===== config.mk =====
export PLATFORM = sky130hd
export DESIGN_NAME = uart_rx_ctrl
export DESIGN_NICKNAME = d
export VERILOG_FILES = /design/src/rtl/uart_rx_ctrl.sv
export SDC_FILE = /design/constraint.sdc
export NUM_CORES = 1
export LEC_CHECK = 0
export CAP_MARGIN = 20
export CORE_UTILIZATION = 35
export CTS_CLUSTER_DIAMETER = 200
export DETAILED_ROUTE_END_ITERATION = 8
export GPL_TIMING_DRIVEN = 0
export MAX_ROUTING_LAYER = met4
export SETUP_SLACK_MARGIN = 0.15
export SLEW_MARGIN = 20
export SYNTH_ARGS = -nofsm -noshare
export SYNTH_HDL_FRONTEND = slang
export SYNTH_SLANG_ARGS = --single-unit

===== constraint.sdc =====
create_clock -name clk -period 2.9 [get_ports clk]
set_clock_uncertainty 0.1 [all_clocks]
set_input_delay 0.58 -clock clk [delete_from_list [all_inputs] [get_ports clk]]
set_output_delay 0.58 -clock clk [all_outputs]
set_load 0.03 [all_outputs]

===== src/rtl/uart_rx_ctrl.sv =====
// Oversampling 8N1 UART receiver: start detect, mid-bit sampling, LSB-first
// deserialisation, valid/ready output register, framing and overrun pulses.
module uart_rx_ctrl #(
  parameter int CLKS_PER_BIT = 16,
  parameter int DATA_BITS    = 8
) (
  input  logic                 clk,
  input  logic                 rst_n,
  input  logic                 rx,
  output logic [DATA_BITS-1:0] rx_data,
  output logic                 rx_valid,
  input  logic                 rx_ready,
  output logic                 frame_err,
  output logic                 overrun,
  output logic                 busy
);

  localparam int H  = CLKS_PER_BIT / 2;
  localparam int CW = $clog2(CLKS_PER_BIT);
  localparam int BW = $clog2(DATA_BITS + 1);

  typedef enum logic [2:0] {
    S_IDLE,
    S_START,
    S_DATA,
    S_STOP,
    S_BREAK
  } state_t;

  state_t                 r_state;
  state_t                 w_state_next;
  logic [1:0]             r_sync;
  logic [CW-1:0]          r_cnt;
  logic [BW-1:0]          r_bit_idx;
  logic [DATA_BITS-1:0]   r_shift;
  logic [DATA_BITS-1:0]   r_data;
  logic                   r_valid;
  logic                   r_frame_err;
  logic                   r_overrun;
  logic                   w_rx_s;
  logic                   w_half_hit;
  logic                   w_bit_hit;
  logic                   w_sample_data;
  logic                   w_good;
  logic                   w_bad;

  assign w_rx_s     = r_sync[1];
  assign w_half_hit = (r_cnt == CW'(H - 1));
  assign w_bit_hit  = (r_cnt == CW'(CLKS_PER_BIT - 1));

  always_comb begin
    w_state_next  = r_state;
    w_sample_data = 1'b0;
    w_good        = 1'b0;
    w_bad         = 1'b0;
    case (r_state)
      S_IDLE:  if (!w_rx_s) w_state_next = S_START;
      S_START: if (w_half_hit) w_state_next = w_rx_s ? S_IDLE : S_DATA;
      S_DATA: begin
        if (w_bit_hit) begin
          w_sample_data = 1'b1;
          if (r_bit_idx == BW'(DATA_BITS - 1)) w_state_next = S_STOP;
        end
      end
      S_STOP: begin
        if (w_bit_hit) begin
          if (w_rx_s) begin
            w_good       = 1'b1;
            w_state_next = S_IDLE;
          end else begin
            w_bad        = 1'b1;
            w_state_next = S_BREAK;
          end
        end
      end
      S_BREAK: if (w_rx_s) w_state_next = S_IDLE;
      default: w_state_next = S_IDLE;
    endcase
  end

  always_ff @(posedge clk or negedge rst_n) begin
    if (!rst_n) begin
      r_state <= S_IDLE;
      r_sync  <= 2'b11;
    end else begin
      r_state <= w_state_next;
      r_sync  <= {r_sync[0], rx};
    end
  end

  // The cycle counter restarts on every state change and every data-bit
  // sample, so each sample point is simply a fixed count from the last one.
  always_ff @(posedge clk or negedge rst_n) begin
    if (!rst_n) begin
      r_cnt     <= '0;
      r_bit_idx <= '0;
      r_shift   <= '0;
    end else begin
      if ((w_state_next != r_state) || w_sample_data) r_cnt <= '0;
      else                                            r_cnt <= r_cnt + CW'(1);
      if (r_state != S_DATA)  r_bit_idx <= '0;
      else if (w_sample_data) r_bit_idx <= r_bit_idx + BW'(1);
      if (w_sample_data) r_shift <= {w_rx_s, r_shift[DATA_BITS-1:1]};
    end
  end

  // A completed frame loads when the buffer is empty or being drained this
  // same cycle; otherwise it is dropped and the old byte is kept.
  always_ff @(posedge clk or negedge rst_n) begin
    if (!rst_n) begin
      r_data      <= '0;
      r_valid     <= 1'b0;
      r_frame_err <= 1'b0;
      r_overrun   <= 1'b0;
    end else begin
      r_frame_err <= w_bad;
      r_overrun   <= w_good && r_valid && !rx_ready;
      if (w_good && (!r_valid || rx_ready)) begin
        r_data  <= r_shift;
        r_valid <= 1'b1;
      end else if (r_valid && rx_ready) begin
        r_valid <= 1'b0;
      end
    end
  end

  assign rx_data   = r_data;
  assign rx_valid  = r_valid;
  assign frame_err = r_frame_err;
  assign overrun   = r_overrun;
  assign busy      = (r_state != S_IDLE);

endmodule


==> run summary <==
Static Leak = 0.790 nW
Ports = 16
Resized cells post-CTS = 0
f_max = 0.428 GHz
DIE AREA = 4210 µm²
synthesized area per cell = 12.3 µm²
Tightest Pin Transition = 673 ps
register area share after synthesis = 58.0%
first-pass GRT wire length = 4010 µm
Max FO, Critical Path = 9
Worst R2R Path Depth = 5
largest net degree at the start of global routing = 33
Inserted Clock Buffers = 5
DR vias = 919
post-synth top area cell = dfrtp_1
Clock Latency Late Sink = 280 ps
Remaining Overflow, GRT = 0
average routed wire per standard cell = 12.2 µm
power share of the combinational group = 21.9%
Post-synth ARST share = 100%
vias in the first global route = 885
CP Capture Point = busy
Hold Crit Class = in2async
run status = finished, final reports clean
Req. time, crit path = 2220 ps
nets@finish = 141
crit end category = primary output
Max Cap Viol = 0
clock slew at reported path FFs = 70 ps
row cnt = 22
Max-slew headroom = 55.1%
clk buf depth = 2
Mapped Area = 1390 µm²
Via density = 4.99
CTS Hold Bufs = 0
worst hold slack = 230 ps
Global Route Usage Sum = 13.3%
Die Wd = 64.9 µm
Final Hold Fails = 0
switching part of the total = 28.8%
initial DRC count = 10
post-synthesis register bit count = 32
min Tclk post-route = 2340 ps
Syn-to-layout area delta = 22.6%
Arr. time, crit path = 1660 ps
ant diodes = 0
final setup vio count = 0
setup repair bufs after CTS = 0
drt pass-1 iters = 4
Critical path origin = r_state[1]
WL final = 2250 µm
number of synthesized flops with an enable pin = 0
initial core utilization = 37.3%
most frequent cells in the layout = dfrtp_1 (30), mux2_2 (15), clkdlybuf4s50_1 (14)
P_int = 0.861 mW
crit path kind = reg2out
antenna viol nets, final = 0
reg-to-reg startpoint = r_sync[1]
Mapped Cells = 113
die span in y = 64.9 µm
Clk pwr share = 34.3%
H-tree depth = 2
capture point of the worst reg-to-reg path = rx_data[6]
max-slew violations = 0
syn_nets = 119
initial antenna violation count = 0
Port-buffer cells = 15
critical path startpoint category = flop
drt drc = 0
VDD IR max = 0.324 mV
TritonCTS clock tree = built
top-area cell type share of the netlist area = 54.2%
Filler cells = 345
Ys Warns = 0
PwrDens = 712 nW/µm²
hpwl dp = 1530 µm
Tcrit/Tclk final = 80.6%
core box area = 3720 µm²
leading register cell type out of synthesis = dfrtp_1
root buf cell = clkbuf_8
RSZ-0062 raised after global routing = false
ratio of cells with drive above 1 in the final layout = 24.3%
synth top area cells = dfrtp_1 (54%), mux2_2 (12%), dfstp_2 (3.8%)
R2R Setup Slk = 930 ps
routability cong. = 0.759
register share of total power = 43.8%
distinct cell type count after synthesis = 34
CTS Sinks = 32
most common cell after layout, fill and taps aside = dfrtp_1
setup_tns = 0 ps
Psw = 0.348 mW
-- worst max-delay path: stages, from the launching register on --
cell and delay (ps):
dfrtp_1 360, buf_4 160, nor2_1 180, nand2_1 80
clkdlybuf4s50_1 590
-- cells by family (layout without fill, tap and decap cells) --
group / after synthesis / in the layout / synth area share [%]
AOI/OAI and AO/OA: 17 / 17 / 7.41
xor gates and xnor gates: 5 / 5 / 3.16
adders and majority gates: 2 / 2 / 1.81
buffers and inverters: 9 / 32 / 3.88
DFF: 32 / 32 / 58.0
muxes: 16 / 16 / 12.9
and+or+nand+nor: 32 / 32 / 12.8
-- Yosys cell counts (all sizes together), types with 2 or more instances --
master and count:
a21boi 2, a21oi 6, and3 2, buf 4
clkbuf 2, dfrtp 30, dfstp 2, ha 2
inv 3, mux2 15, nand2 6, nand3 5
nand4 2, nor2 8, nor2b 2, o21ai 5
xnor2 2, xor2 3
-- metrics by stage --
step / total power, mW / util, % / setup WS [ps] / cells / instance area (µm²)
global route: 1.28 / 45.7 / 485 / 184 / 1700
global placement: 0.789 / 42.9 / 576 / 176 / 1600
detailed placement: 0.798 / 42.8 / 794 / 176 / 1590
floorplan: 0.729 / - / 1130 / 113 / 1390
CTS: 1.22 / 45.7 / 553 / 184 / 1700
finish: 1.21 / 45.7 / 562 / 184 / 1700
-- flip-flops by register name (all words and copies together), names as in the netlist --
signal,flops
frame_err,1
overrun,1
r_bit_idx,4
r_cnt,4
r_shift,8
r_state,3
r_sync,2
rx_data,8
rx_valid,1
-- cell type report --
class / count / area (µm²) / share of cell area, %
buffer: 6 / 42.5 / 2.51
clock buffer: 6 / 72.6 / 4.27
clock inverter: 2 / 35.0 / 2.06
tap: 48 / 60.1 / 3.54
timing repair buffer: 15 / 145 / 8.55
sequential: 32 / 803 / 47.3
multi-input combinational: 72 / 528 / 31.1
inverter: 3 / 11.3 / 0.663
-- power groups by stage --
stage,clock (mW),combinational [mW],sequential (mW)
6_report,0.415,0.264,0.529
5_1_grt,0.446,0.296,0.536
4_1_cts,0.425,0.267,0.529
3_5_place_dp,0,0.262,0.536
3_3_place_gp,0,0.253,0.536
2_1_floorplan,0,0.200,0.529
-- metal layers --
layer	wire [µm]	global-route usage (%)	share of wire (%)
met1	1020	14.9	45
met2	1070	20.4	48
met3	107	5.28	4.8
met4	55	6.67	2.4
met5	0	-	0
-- worst min-delay path by stage --
stage	depth (start not counted)	slack, ps	from	end
floorplan	0	180	rst_n	frame_err
global placement	0	250	r_sync[0]	r_sync[1]
detailed placement	0	250	r_sync[0]	r_sync[1]
CTS	1	260	rst_n	r_shift[0]
global route	0	270	r_sync[0]	r_sync[1]
finish	1	230	rst_n	r_cnt[1]
Note: power is estimated with default switching activity, not from simulation.
==> variant 1 (same settings) <==
The parameter `CLKS_PER_BIT` goes from 16 to 32.
--- a/src/rtl/uart_rx_ctrl.sv
+++ b/src/rtl/uart_rx_ctrl.sv
@@ -3,3 +3,3 @@
 module uart_rx_ctrl #(
-  parameter int CLKS_PER_BIT = 16,
+  parameter int CLKS_PER_BIT = 32,
   parameter int DATA_BITS    = 8
Check against the original RTL: same outputs for any inputs over 10 cycles, from zero or initial values and one cycle with rst_n low; that may be too few to reach the edited logic, so the function may still have changed.
==> variant 1 against the original RTL <==
Final area is 2.6% higher. Area after synthesis is 4.8% higher. Power is 16% lower. Worst setup slack worse by 0.14 ns. Count of clock-buffer cells in the layout stayed put. Hold slack better by 0.0069 ns. Global-route usage is 0.92 points lower. Sequential cell count is 1 higher. Wire length is 0.76% lower. Critical path depth is 1 lower.
==> variant 1: results (changes against the original RTL) <==
| Metric | Value |
|---|---|
| Worst Path Max Fanout | `10 (+1)` |
| Post-Syn Instances | `111 (-1.8%)` |
| Cts bufs inserted | `5 (unchanged)` |
| Routability congestion estimate | `0.707 (-6.8%)` |
| Clk Latency, worst-skew pair | `0.28 ns (about the same)` |
| # DRC | `0 (unchanged)` |
| CTS tree | `yes` |
| Post-route ant nets | `0 (unchanged)` |
| Dpl cell area | `1660 sq um (+4.3%)` |
| CTS Buffer Depth | `2 (unchanged)` |
| Synth Area in Compound Gates | `5.60% (-1.8 points)` |
| Total global-route track usage | `12.4% (-0.92 points)` |
| Pwr dens | `582 nW/um^2 (-18%)` |
| HP Class | `in -> async` |
| Clk slew on worst S/H paths | `0.07 ns (about the same)` |
| CTS resizes | `0 (unchanged)` |
| Placed Cells | `176 (unchanged)` |
| Crit path DAT | `1.80 ns (+0.14 ns)` |
| Seq pwr share | `51.6% (+7.8 points)` |
| Iteration-0 DRC Markers | `40 (+30)` |
| Synth area leaders | `dfrtp_1 53%, mux2_2 11%, ha_1 4.3%, dfstp_2 3.6%, a211oi_1 2.6%` |
| Final min period | `2.48 ns (+0.141 ns)` |
| Setup bufs post-CTS | `0 (unchanged)` |
| Sequential-to-total area share from yosys stat | `57.1% (-0.93 points)` |
| Antenna violations before repair | `0 (unchanged)` |
| Worst setup endpoint | `busy` |
| Synth cell count leaders | `31 x dfrtp_1, 14 x mux2_2, 8 x nor2_1` |
| Worst setup path start | `r_state[1]` |
| Pleak | `0.833 nW (+5.5%)` |
| Ys Warns | `0 (unchanged)` |
| Post-synthesis xor/xnor area fraction | `3.02% (-0.14 points)` |
| Worst reg-to-reg path cell count | `7 (+2)` |
| DR pass1 iterations | `2 (-2)` |
| Reg2reg start | `r_cnt[0]` |
| Worst R2R Setup Slack | `0.64 ns (-0.29 ns)` |
| N_diodes | `0 (unchanged)` |
| I/O Buffers | `15 (unchanged)` |
| Count of cell types in the netlist | `34 (unchanged)` |
| Slew HR | `53.9% (-1.3 points)` |
| Status | `finished, final reports clean` |
| Sw frac | `27.1% (-1.7 points)` |
| Pre-CTS setup slack | `0.630 ns (-0.165 ns)` |
| Synthesized Nets | `120 (+0.84%)` |
| Via count | `880 (-4.2%)` |
| Synth Area in Adders | `4.31% (+2.5 points)` |
| First-pass GRT wire length | `3830 um (-4.5%)` |
| Post-synthesis mux area share | `13.8% (+0.88 points)` |
| Ys async rst share | `100% (unchanged)` |
| Gate power share | `17.0% (-4.9 points)` |
| Vias in the first global route | `866 (-2.1%)` |
| CTS H-Tree Depth | `2 (unchanged)` |
| Avg WL per Cell | `12.1 um (-0.76%)` |
| Clk root buf | `clkbuf_8` |
| WL final | `2230 um (-0.76%)` |
| Share of cells above drive strength 1 | `23.9% (-0.38 points)` |
| R2R Path End | `r_shift[4]` |
| Largest net degree at the start of global routing | `34 (+3.0%)` |
| Peak VDD IR | `259 uV (-20%)` |
| # nets final | `142 (+0.71%)` |
## variant 1: worst max-delay path: stages, from the launching register on
cell and delay (ns):
dfrtp_1 0.38, buf_2 0.18, or3_1 0.36, clkdlybuf4s50_1 0.60
## variant 1: how the worst min path moves through the flow
| stage | start | to | slack, ns | depth (start not counted) |
|---|---|---|---|---|
| 4_1_cts | rst_n | rx_data[4] | 0.27 | 1 |
| 5_1_grt | r_sync[0] | r_sync[1] | 0.27 | 0 |
| 2_1_floorplan | rst_n | frame_err | 0.18 | 0 |
| 3_5_place_dp | r_sync[0] | r_sync[1] | 0.25 | 0 |
| 3_3_place_gp | r_sync[0] | r_sync[1] | 0.25 | 0 |
| 6_report | rst_n | rx_data[2] | 0.24 | 1 |
## variant 1: cell families after synthesis
group / Yosys count
AOI/OAI and AO/OA: 11
adders and majority gates: 5
DFF: 33
and+or+nand+nor: 30
muxes: 18
buffers and inverters: 9
xor gates and xnor gates: 5
## variant 1: through the flow
step | hold WS (ns) | util [%]
final | 0.237 | 43.5
after global routing | 0.267 | 43.5
after CTS | 0.265 | 43.5
after detailed placement | 0.248 | 41.5
after global placement | 0.245 | 41.6
after floorplan | 0.184 | -
## variant 1: metal layers
metal / global-route usage, % / routed length, um
met3: 4.66 / 96
met4: 5.59 / 31
met2: 18.5 / 1050
met1: 14.8 / 1060
met5: - / 0
## variant 1: layout make-up
cell class	instances	area (sq um)
fill	369	2260
sequential	33	828
multi-input combinational	69	572
timing repair buffer	15	145
clock buffer	6	72.6
tap	50	62.6
buffer	5	36.3
inverter	4	15.0
clock inverter	2	10.0
==> variant 2 (same settings) <==
Without the edit above. Compare `r_bit_idx` against `BW'(DATA_BITS - 1)` with >= in place of ==.
--- a/src/rtl/uart_rx_ctrl.sv
+++ b/src/rtl/uart_rx_ctrl.sv
@@ -61,3 +61,3 @@
           w_sample_data = 1'b1;
-          if (r_bit_idx == BW'(DATA_BITS - 1)) w_state_next = S_STOP;
+          if (r_bit_idx >= BW'(DATA_BITS - 1)) w_state_next = S_STOP;
         end
Check against the original RTL: same outputs for any inputs over 10 cycles, from zero or initial values and one cycle with rst_n low; that may be too few to reach the edited logic, so the function may still have changed.
==> variant 2 against the original RTL <==
Power increased by 3.9%. Sequential cell count unchanged. Worst setup slack got worse by 0.18 ns. Area after synthesis about the same. Utilization increased by 0.13 points. Final area increased by 0.29%. Count of clock-buffer cells in the layout down 1. Wire length fell by 1.2%. Largest cell class unchanged. Largest power group unchanged.
==> variant 2: results (changes against the original RTL) <==
| Metric | Value |
|---|---|
| Status | `finished, final reports clean` |
| Synth Area in Compound Gates | `5.60% (-1.8 points)` |
| Post-synthesis xor/xnor area fraction | `3.16% (about the same)` |
| Worst R2R Setup Slack | `0.96 ns (+0.03 ns)` |
| R2R Path End | `rx_data[1]` |
| Worst Path Max Fanout | `10 (+1)` |
| Crit path DAT | `1.84 ns (+0.18 ns)` |
| Clk root buf | `clkbuf_8` |
| Avg WL per Cell | `12.6 um (+3.3%)` |
| HP Class | `in -> async` |
| Synth cell count leaders | `30 x dfrtp_1, 9 x nor2_1, 8 x mux2_4` |
| Clk Latency, worst-skew pair | `0.28 ns (about the same)` |
| First-pass GRT wire length | `4070 um (+1.6%)` |
| Fillers | `342 (-0.87%)` |
| # nets final | `133 (-5.7%)` |
| Antenna violations before repair | `0 (unchanged)` |
| P_sw | `0.385 mW (+11%)` |
| Top delay family on crit path | `buffers and inverters` |
| Total global-route track usage | `13.5% (+0.26 points)` |
| Synth Area in Adders | `1.81% (about the same)` |
| Pleak | `0.768 nW (-2.7%)` |
| Dpl cell area | `1590 sq um (about the same)` |
| Final HPWL DP | `1560 um (+2.2%)` |
| Worst reg-to-reg path cell count | `7 (+2)` |
| DR pass1 iterations | `5 (+1)` |
| Slew HR | `54.4% (-0.70 points)` |
| Synthesized Nets | `111 (-6.7%)` |
| I/O Buffers | `15 (unchanged)` |
| Sequential-to-total area share from yosys stat | `57.9% (about the same)` |
| Synth area leaders | `dfrtp_1 54%, mux2_4 8.7%, mux2_2 5.7%, dfstp_2 3.8%, nor3_1 2.5%` |
| CTS Buffer Depth | `2 (unchanged)` |
| Ys async rst share | `100% (unchanged)` |
| Routability congestion estimate | `0.821 (+8.2%)` |
| Via density per instance | `4.98 (-0.35%)` |
| Post-synthesis mux area share | `15.1% (+2.2 points)` |
| Share of cells above drive strength 1 | `25.8% (+1.5 points)` |
| Reg2reg start | `r_cnt[0]` |
| Count of cell types in the netlist | `31 (-8.8%)` |
| Vias in the first global route | `879 (-0.68%)` |
| Peak VDD IR | `392 uV (+21%)` |
| Clk slew on worst S/H paths | `0.06 ns` |
| Iteration-0 DRC Markers | `26 (+16)` |
==> variant 2: worst min path at each step <==
stage	end	slack, ns	depth (start not counted)
5_1_grt	r_sync[1]	0.26	0
4_1_cts	rx_data[7]	0.25	1
3_5_place_dp	r_sync[1]	0.25	0
3_3_place_gp	r_sync[1]	0.25	0
2_1_floorplan	frame_err	0.18	0
6_report	rx_data[1]	0.23	1
==> variant 2: area by class of cell <==
type / instances / area [sq um] / share of cell area, %
well taps: 48 / 60.1 / 3.53
plain buffers: 3 / 27.5 / 1.62
clock buffers: 5 / 68.8 / 4.04
flip-flops and latches: 32 / 803 / 47.2
clock inverters: 3 / 42.5 / 2.50
inverters: 3 / 11.3 / 0.661
multi-input cells: 67 / 544 / 32.0
repair buffers: 15 / 145 / 8.52
==> variant 2: stage by stage <==
| step | instances | setup slack, ns |
|---|---|---|
| 2_1_floorplan | 105 | 1.10 |
| 4_1_cts | 176 | 0.363 |
| 3_3_place_gp | 168 | 0.604 |
| 3_5_place_dp | 168 | 0.693 |
| 5_1_grt | 176 | 0.296 |
| 6_report | 176 | 0.379 |
==> variant 2: routing by layer <==
metal | vias to the layer above | global-route usage [%] | wire length, um
met4 | 0 | 5.83 | 35
met1 | 426 | 15.4 | 1010
li1 | 419 | - | -
met5 | - | - | 0
met3 | 4 | 5.81 | 129
met2 | 27 | 20.7 | 1050
==> variant 2: kinds of logic (layout without fill, tap and decap cells) <==
group	Yosys count	after routing
xor+xnor	5	5
mux	16	16
buf+inv	6	29
flops	32	32
compound gates	10	10
simple gates	34	34
fa+ha+maj	2	2
==> variant 2: worst reg2reg max path, delay by kind of cell, from the launching register on <==
| kind | cells | cell delay [ns] |
|---|---|---|
| mux | 1 | 0.30 |
| simple gates | 3 | 0.45 |
| flops | 1 | 0.37 |
| fa+ha+maj | 1 | 0.30 |
| buf+inv | 2 | 0.31 |
==> variant 2: power groups by stage <==
| stage | Sequential [mW] | Clock [mW] | Combinational (mW) |
|---|---|---|---|
| global placement | 0.565 | 0 | 0.262 |
| finish | 0.559 | 0.416 | 0.282 |
| floorplan | 0.557 | 0 | 0.208 |
| detailed placement | 0.566 | 0 | 0.280 |
| global route | 0.567 | 0.448 | 0.316 |
| CTS | 0.557 | 0.432 | 0.283 |
